===== src/rtl/ps2_mouse_tracker.sv =====
// ps2_mouse_tracker
//
// Receive-only PS/2 mouse front end. Synchronizes the raw PS/2 clock and
// data lines, deframes 11-bit device-to-host frames, assembles standard
// 3-byte movement packets and integrates the signed deltas into an absolute
// pointer position clamped to the screen.
//
// Ports:
//   clk          - system clock
//   rst_n        - asynchronous active-low reset
//   ps2_clk      - raw PS/2 clock from the device (asynchronous to clk)
//   ps2_data     - raw PS/2 data from the device (asynchronous to clk)
//   mouseX       - pointer X, 0..X_MAX
//   mouseY       - pointer Y, 0..Y_MAX, 0 at the top of the screen
//   mouseBotton  - left button level from the last accepted packet
//   packet_valid - one-cycle pulse when a packet updates the outputs
//   frame_err    - one-cycle pulse when a frame or packet is discarded
//
// Configuration macro:
//   PS2_PARITY_CHECK_EN - when defined, frames whose data bits plus parity
//                         bit do not hold an odd number of ones are rejected.
//                         When undefined the parity bit is sampled and ignored.

module ps2_mouse_tracker #(
    parameter int SYNC_STAGES    = 2,
    parameter int X_MAX          = 639,
    parameter int Y_MAX          = 479,
    parameter int X_INIT         = 320,
    parameter int Y_INIT         = 240,
    parameter int TIMEOUT_CYCLES = 50000
) (
    input  logic       clk,
    input  logic       rst_n,
    input  logic       ps2_clk,
    input  logic       ps2_data,
    output logic [9:0] mouseX,
    output logic [9:0] mouseY,
    output logic       mouseBotton,
    output logic       packet_valid,
    output logic       frame_err
);

    localparam int CNT_W = $clog2(TIMEOUT_CYCLES + 1);
    localparam logic [CNT_W-1:0] TIMEOUT_VAL = CNT_W'(TIMEOUT_CYCLES);
    localparam logic signed [11:0] X_MAX_S = 12'(X_MAX);
    localparam logic signed [11:0] Y_MAX_S = 12'(Y_MAX);

    typedef enum logic [1:0] {
        IDLE,
        DATA,
        PARITY,
        STOP
    } frame_state_t;

    // Line synchronizers and falling-edge detector. Idle PS/2 lines are high,
    // so the flops reset to 1 to avoid a spurious edge after reset.
    logic [SYNC_STAGES-1:0] clk_sync;
    logic [SYNC_STAGES-1:0] data_sync;
    logic                   clk_prev;
    logic                   clk_s;
    logic                   data_s;
    logic                   fall;

    assign clk_s  = clk_sync[SYNC_STAGES-1];
    assign data_s = data_sync[SYNC_STAGES-1];
    assign fall   = clk_prev & ~clk_s;

    always_ff @(posedge clk or negedge rst_n) begin
        if (!rst_n) begin
            clk_sync  <= '1;
            data_sync <= '1;
            clk_prev  <= 1'b1;
        end else begin
            clk_sync  <= {clk_sync[SYNC_STAGES-2:0], ps2_clk};
            data_sync <= {data_sync[SYNC_STAGES-2:0], ps2_data};
            clk_prev  <= clk_s;
        end
    end

    // Frame deframer state
    frame_state_t     state, state_d;
    logic [2:0]       bit_cnt, bit_cnt_d;
    logic [7:0]       shift_reg, shift_d;
    logic             parity_bit, parity_d;
    logic [CNT_W-1:0] idle_cnt, idle_cnt_d;
    logic             byte_valid;
    logic             frame_bad;
    logic             parity_ok;

`ifdef PS2_PARITY_CHECK_EN
    // Odd parity: data bits plus parity bit must hold an odd number of ones.
    assign parity_ok = ^{shift_reg, parity_bit};
`else
    // The parity bit is still captured but never rejects a frame.
    assign parity_ok = parity_bit | 1'b1;
`endif

    always_ff @(posedge clk or negedge rst_n) begin
        if (!rst_n) begin
            state      <= IDLE;
            bit_cnt    <= '0;
            shift_reg  <= '0;
            parity_bit <= 1'b0;
            idle_cnt   <= '0;
        end else begin
            state      <= state_d;
            bit_cnt    <= bit_cnt_d;
            shift_reg  <= shift_d;
            parity_bit <= parity_d;
            idle_cnt   <= idle_cnt_d;
        end
    end

    // Next-state logic. The idle counter only runs while a frame is in
    // progress; an edge in the same cycle as the timeout wins and clears it.
    always_comb begin
        state_d    = state;
        bit_cnt_d  = bit_cnt;
        shift_d    = shift_reg;
        parity_d   = parity_bit;
        idle_cnt_d = '0;
        byte_valid = 1'b0;
        frame_bad  = 1'b0;

        if (state != IDLE && !fall) begin
            idle_cnt_d = idle_cnt + 1'b1;
        end

        case (state)
            IDLE: begin
                if (fall && !data_s) begin
                    state_d   = DATA;
                    bit_cnt_d = '0;
                end
            end
            DATA: begin
                if (fall) begin
                    shift_d   = {data_s, shift_reg[7:1]};
                    bit_cnt_d = bit_cnt + 3'd1;
                    if (bit_cnt == 3'd7) begin
                        state_d = PARITY;
                    end
                end
            end
            PARITY: begin
                if (fall) begin
                    parity_d = data_s;
                    state_d  = STOP;
                end
            end
            STOP: begin
                if (fall) begin
                    state_d = IDLE;
                    if (data_s && parity_ok) begin
                        byte_valid = 1'b1;
                    end else begin
                        frame_bad = 1'b1;
                    end
                end
            end
            default: state_d = IDLE;
        endcase

        if (state != IDLE && !fall && idle_cnt == TIMEOUT_VAL) begin
            state_d    = IDLE;
            idle_cnt_d = '0;
            frame_bad  = 1'b1;
        end
    end

    // Packet assembly registers
    logic [1:0] pkt_idx;
    logic       b0_left;
    logic       b0_xsign;
    logic       b0_ysign;
    logic       b0_xovf;
    logic       b0_yovf;
    logic [7:0] b1_dx;

    // Position integration. Byte 2 (dy) is taken straight from the shift
    // register in the cycle it becomes valid. All arithmetic is 12-bit
    // signed so the sum can go negative or past the limit before clamping.
    logic signed [11:0] dx, dy, x_sum, y_sum;
    logic        [9:0]  x_next, y_next;

    always_comb begin
        dx = b0_xovf ? 12'sd0 : $signed({{3{b0_xsign}}, b0_xsign, b1_dx});
        dy = b0_yovf ? 12'sd0 : $signed({{3{b0_ysign}}, b0_ysign, shift_reg});
        x_sum = $signed({2'b00, mouseX}) + dx;
        y_sum = $signed({2'b00, mouseY}) - dy;

        if (x_sum < 12'sd0) begin
            x_next = '0;
        end else if (x_sum > X_MAX_S) begin
            x_next = 10'(X_MAX);
        end else begin
            x_next = x_sum[9:0];
        end

        if (y_sum < 12'sd0) begin
            y_next = '0;
        end else if (y_sum > Y_MAX_S) begin
            y_next = 10'(Y_MAX);
        end else begin
            y_next = y_sum[9:0];
        end
    end

    // Byte sequencing. A first byte without bit3 set cannot be a packet
    // header, so it is dropped silently to resynchronize on the next byte.
    always_ff @(posedge clk or negedge rst_n) begin
        if (!rst_n) begin
            pkt_idx      <= '0;
            b0_left      <= 1'b0;
            b0_xsign     <= 1'b0;
            b0_ysign     <= 1'b0;
            b0_xovf      <= 1'b0;
            b0_yovf      <= 1'b0;
            b1_dx        <= '0;
            mouseX       <= 10'(X_INIT);
            mouseY       <= 10'(Y_INIT);
            mouseBotton  <= 1'b0;
            packet_valid <= 1'b0;
            frame_err    <= 1'b0;
        end else begin
            packet_valid <= 1'b0;
            frame_err    <= frame_bad;
            if (frame_bad) begin
                pkt_idx <= '0;
            end else if (byte_valid) begin
                case (pkt_idx)
                    2'd0: begin
                        if (shift_reg[3]) begin
                            b0_left  <= shift_reg[0];
                            b0_xsign <= shift_reg[4];
                            b0_ysign <= shift_reg[5];
                            b0_xovf  <= shift_reg[6];
                            b0_yovf  <= shift_reg[7];
                            pkt_idx  <= 2'd1;
                        end
                    end
                    2'd1: begin
                        b1_dx   <= shift_reg;
                        pkt_idx <= 2'd2;
                    end
                    2'd2: begin
                        mouseX       <= x_next;
                        mouseY       <= y_next;
                        mouseBotton  <= b0_left;
                        packet_valid <= 1'b1;
                        pkt_idx      <= 2'd0;
                    end
                    default: pkt_idx <= 2'd0;
                endcase
            end
        end
    end

endmodule


===== config.mk =====
export PLATFORM = sky130hd
export DESIGN_NAME = ps2_mouse_tracker
export DESIGN_NICKNAME = d
export VERILOG_FILES = /design/src/rtl/ps2_mouse_tracker.sv
export SDC_FILE = /design/constraint.sdc
export NUM_CORES = 1
export LEC_CHECK = 0
export ABC_AREA = 1
export CAP_MARGIN = 20
export CORE_MARGIN = 1
export CORE_UTILIZATION = 30
export CTS_CLUSTER_DIAMETER = 60
export CTS_CLUSTER_SIZE = 40
export DETAILED_ROUTE_END_ITERATION = 8
export HOLD_SLACK_MARGIN = 0.06
export PLACE_DENSITY = 0.59
export SLEW_MARGIN = 20
export SYNTH_ARGS = -nofsm -noshare
export SYNTH_HDL_FRONTEND = slang
export SYNTH_SLANG_ARGS = --single-unit

===== constraint.sdc =====
create_clock -name clk -period 2.4 [get_ports clk]
set_clock_uncertainty 0.15 [all_clocks]
set_input_delay 0.48 -clock clk [delete_from_list [all_inputs] [get_ports clk]]
set_output_delay 0.48 -clock clk [all_outputs]
set_load 0.1 [all_outputs]

# After elaboration in Yosys (flattened, before gate mapping)
# Index checks and enable logic that the tools add are counted.
# totals
input_bits,4
ff_bits,72
elab_cells,94
latch_bits,0
memories,0
mem_bits_ro,0
out_inout_bits,23
ram_bits,0
# classes
n_addsub,4
bitwise_logic,3
multipliers,0
mux,32
shifts,0
order_cmp,4
n_eq_ne,15
div_mod_pow,0
n_reduce_logical,17
# ops
operator,count
2-to-1 mux 10 bit,4
2-to-1 mux 16 bit,2
"< comparator 12 x 1 -> 1 bit, second input constant",2
2-to-1 mux 12 bit,2
2-to-1 mux 2 bit,9
"!= test 3 bit, second input constant",6
"adder 16 x 1 -> 16 bit, second input constant",1
"== test 16 bit, second input constant",1
adder 11 x 12 -> 12 bit,1
"> comparator 12 x 10 -> 1 bit, second input constant",1
"> comparator 12 x 11 -> 1 bit, second input constant",1
subtractor 11 x 12 -> 12 bit,1
2-to-1 mux 1 bit,10
AND reduction 3 bit,3
case mux 2 bit (4 select lines),1
"== test 2 bit, second input constant",3
2-to-1 mux 3 bit,2
case mux 3 bit (2 select lines),1
nonzero test 2 bit,3
AND reduction 5 bit,1
"== test 2 x 1 -> 1 bit, second input constant",2
logical NOT 2 bit,2
"!= test 2 bit, second input constant",2
case mux 2 bit (2 select lines),1
8 further kinds,13

# Depth between registers and ports, before layout
# logic_depth
ltp_word,8
depth_mapped,18
mapped_depth_nobuf,18

# Worst setup path before layout
# OpenSTA, ideal clock, no wires.
# synth_timing
path_kind,register to register
from,register mouseX[0]
to,register mouseX[1]
required_ns,2.130
setup_ns,0.120
stages_incl_launch_ff,16
path_slack_ns,-0.502
t_arrival_ns,2.632
period_less_slack_ns,2.902
n_path_buf,0
cell_sequence,dfrtp_1 > ha_1 > inv_1 > fa_1 > inv_1 > nand3_1 > nand2_1 > nand2_1 > nand2_1 > nand2_1 > nand2_1 > nor2_1 > nor2_2 > nand3_1 > nand2_1 > nand2_1
# synth_via
elab_chain_len,4
elab_cells_between_ends,5
cone_classes,add/sub: 1; order compare: 2; mux: 2
# synth_rtl
item,line,source
from (decl),36,"output logic [9:0] mouseX,"
from (signal assigned),220,mouseX <= 10'(X_INIT);
from (signal assigned),247,mouseX <= x_next;
adder 11 x 12 -> 12 bit *,189,"x_sum = $signed({2'b00, mouseX}) + dx;"
> comparator 12 x 11 -> 1 bit,194,end else if (x_sum > X_MAX_S) begin
2-to-1 mux 10 bit,194,
2-to-1 mux 10 bit *,192,if (x_sum < 12'sd0) begin
# Mark *: on every way between the ends. The rest lies on a longest branch, timed or not.
# A chain may end at the register's enable or synchronous reset.

# Final worst setup path
# layout_timing
from,register b0_xovf
to,register mouseX[7]
# layout_via
elab_chain_len,5
elab_cells_between_ends,6
cone_classes,add/sub: 1; order compare: 2; mux: 3
# layout_rtl
item,line,source
from (decl),176,logic b0_xovf;
from (signal assigned),237,b0_xovf <= shift_reg[6];
2-to-1 mux 12 bit *,187,"dx = b0_xovf ? 12'sd0 : $signed({{3{b0_xsign}}, b0_xsign, b1_dx});"
adder 11 x 12 -> 12 bit *,189,
> comparator 12 x 11 -> 1 bit,194,
2-to-1 mux 10 bit,194,
2-to-1 mux 10 bit *,192,
# Marks and branches as above.

==> flow_metrics.env <==
export IMPL_comb_power_share_pct=58.8
export IMPL_initial_core_util_pct=30.7
export IMPL_drt_iter0_drc=170
export IMPL_place_congestion=0.889
export IMPL_holdPathStages=0
export IMPL_fmax_mhz=407
export IMPL_period_needed_ns=2.46
export IMPL_sw_frac_of_total_pct=46.0
export IMPL_worstSetupPathType="flip-flop to flip-flop"
export IMPL_syn_inst=602
export IMPL_clockBufferDepth=2
export IMPL_syn_area_um2=4470
export IMPL_wire_per_inst_um=12.6
export IMPL_drc=0
export IMPL_required_ns=2.47
export IMPL_p_leak_uw=0.00302
export IMPL_setup_viol=10
export IMPL_clkPwrFrac_pct=18.6
export IMPL_vias=4055
export IMPL_seq_power_share_pct=22.6
export IMPL_firstDrtPassIters=4
export IMPL_grt_overflow=0
export IMPL_final_period_utilization_pct=102
export IMPL_synth_cell_types=35
export IMPL_synth_area_per_cell_um2=7.42
export IMPL_die_w_um=124
export IMPL_instances_no_fill=873
export IMPL_io_pins=27
export IMPL_cts_sinks=72
export IMPL_ys_seq_area_share_pct=40.6
export IMPL_area_growth_pct=35.5
export IMPL_crit_arrival_ns=2.52
export IMPL_dp_cells=844
export IMPL_core_um2=14500
export IMPL_violations="negative setup slack"
export IMPL_cts_root_buf="clkbuf_16"
export IMPL_routed_wl_mm=11.0
export IMPL_track_usage_pct=15.2
export IMPL_dieArea_um2=15400
export IMPL_ir_worst_vdd_mv=0.625
export IMPL_fill_cells=1464
export IMPL_insertion_delay_ns=0.34
export IMPL_min_path_type="flip-flop to flip-flop"
export IMPL_tightest_slew_ns=0.467
export IMPL_slew_limit_headroom_pct=68.9
export IMPL_p_int_uw=3910
export IMPL_hold_worst_slack_ns=0.206
export IMPL_layout_drive_gt1_share_pct=28.4
export IMPL_diodes=0
export IMPL_place_ws_ns=-0.219
export IMPL_antenna_found_initial=0
export IMPL_hold_violations=0
export IMPL_clk_pin_slew_ns=0.06
export IMPL_cellPowerDensity_nw_per_um2=1200
export IMPL_cts_tree="built"
export IMPL_grt_max_degree=39
export IMPL_ys_seq_elements=72
export IMPL_r2r_cells=17
export IMPL_end_kind="flip-flop"
export IMPL_htreeDepth=3
export IMPL_yosysWarnings=0
export IMPL_setup_ws_ns=-0.0574
export IMPL_status="finished with violations"
export IMPL_final_antenna_net_count=0
export IMPL_largest_reg_flops=16
export IMPL_cp_max_fo=5
export IMPL_slew_viol_final=0
export IMPL_die_h_um=124
export IMPL_syn_num_nets=640
export IMPL_port_buffers=26
export IMPL_nets=722
export IMPL_dp_hpwl_mm=8.30
export IMPL_grt_pass1_wl_mm=18.4
export IMPL_cts_buffers=9
export IMPL_max_cap_viol_count=0
export IMPL_largest_register="idle_cnt"
export IMPL_top_regs="idle_cnt (16), mouseX (10), mouseY (10)"
export IMPL_setup_worst_path_start_class="flip-flop"
export IMPL_grt_pass1_vias=3932
export IMPL_row_count=44
export IMPL_rsz0062_at_grt="true"
export IMPL_switchingPower_uw=3330
export IMPL_routed_via_density=4.64
==> cell usage after synthesis (all sizes together) <==
master | n | share of area [%]
nand4 | 11 | 1.5
fa | 2 | 0.90
buf | 2 | 0.36
o21bai | 2 | 0.34
ha | 32 | 9.0
dfstp | 11 | 6.5
nand2 | 195 | 16
clkbuf | 4 | 0.34
a21oi | 20 | 2.5
a22o | 2 | 0.39
nand3b | 1 | 0.17
xor2 | 9 | 1.8
a211oi | 2 | 0.34
a41oi | 1 | 0.20
o211a | 1 | 0.22
inv | 95 | 8.0
nor4 | 3 | 0.42
dfrtp | 61 | 34
xnor2 | 3 | 0.59
nor3 | 8 | 1.4
nor2 | 50 | 4.3
o21ai | 43 | 4.9
nand3 | 41 | 4.8
a31oi | 1 | 0.14
a32oi | 1 | 0.20
o21a | 1 | 0.17
==> timing repair <==
item,in CTS,in global routing
endpoints found under the setup margin,19,19
cloned,0,1
hold endpoints to repair,29,0
pin swaps,6,25
setup buffers,1,10
hold buffers,1,0
resized for setup,13,69
==> cell type report <==
type                            count  area, um^2  share of cell area [%]
Multi-Input combinational cell    429        2610                    43.0
Clock buffer                       11         243                    4.01
Inverter                           95         362                    5.97
Tap cell                          184         230                    3.80
Timing Repair Buffer               77         693                    11.4
Clock inverter                      5        56.3                   0.930
Sequential cell                    72        1870                    30.8
==> metrics by stage <==
| step | utilization (%) | total power (uW) | setup TNS (ns) | area, um^2 |
|---|---|---|---|---|
| 2_1_floorplan | - | 4030 | 0 | 4550 |
| 3_3_place_gp | 36.7 | 5200 | -1.86 | 5330 |
| 3_5_place_dp | 36.7 | 5240 | -1.81 | 5330 |
| 4_1_cts | 39.1 | 6650 | 0 | 5680 |
| 5_1_grt | 41.7 | 7800 | -2.29 | 6060 |
| 6_report | 41.7 | 7240 | -0.337 | 6060 |
==> worst paths after layout <==
path | start | end | slack, ns
hold / removal | data_sync[0] | data_sync[1] | 0.21
setup / recovery | b0_xovf | mouseX[7] | -0.06
max in group asynchronous | rst_n | mouseY[6] | 0.99
setup reg to reg | b0_xovf | mouseX[7] | -0.06
hold reg to reg | data_sync[0] | data_sync[1] | 0.21
min in group asynchronous | rst_n | idle_cnt[12] | 0.49
==> logic make-up (layout without fill, tap and decap cells) <==
group / count (synthesis) / after routing / synth area share (%)
flops: 72 / 72 / 40.6
buf+inv: 101 / 188 / 8.68
fa+ha+maj: 34 / 34 / 9.86
simple gates: 309 / 309 / 29.1
xor+xnor: 12 / 12 / 2.35
compound gates: 74 / 74 / 9.38
==> placed cells by master (no fill, tap or decap), types with 3 or more instances in the layout <==
master and count:
nor3_1 6, dfstp_4 6, dfrtp_2 11, nand4_1 11
a21oi_2 5, dfrtp_4 4, nand3_1 31, nor2_1 32
nand2_2 21, dfstp_2 5, xnor2_1 3, o21ai_0 35
a21oi_1 14, ha_1 20, buf_12 8, nor4_1 3
inv_2 5, inv_1 88, ha_4 11, nand3_2 8
o21ai_1 6, clkbuf_16 9, dfrtp_1 46, xor2_1 9
buf_4 64, nor2_2 14, nor2_4 4, nand2_1 173
==> worst max-delay path, stage by stage (launching register included) <==
cell,delay (ns)
dfrtp_2,0.45
nor2_4,0.16
ha_4,0.16
inv_4,0.04
fa_2,0.39
inv_2,0.07
nand3_2,0.06
nand2_2,0.08
nand2_2,0.07
nand2_2,0.07
nand2_2,0.05
nand2_2,0.07
inv_1,0.05
nor2_2,0.11
nor2_2,0.07
buf_4,0.15
nand2_2,0.08
o21ai_1,0.06
==> power by group through the flow <==
stage	combinational (uW)	clock [uW]	sequential, uW
5_1_grt	4700	1440	1660
3_5_place_dp	3620	0	1620
2_1_floorplan	2020	0	2020
3_3_place_gp	3590	0	1620
6_report	4260	1350	1640
4_1_cts	3660	1390	1600
==> layer usage <==
| layer | track usage (%) | part of all wire (%) |
|---|---|---|
| met1 | 20.2 | 48 |
| met2 | 25.0 | 48 |
| met3 | 3.11 | 2.9 |
| met4 | 4.17 | 1.2 |
| met5 | 0 | 0 |
(Power assumes the default switching activity.)
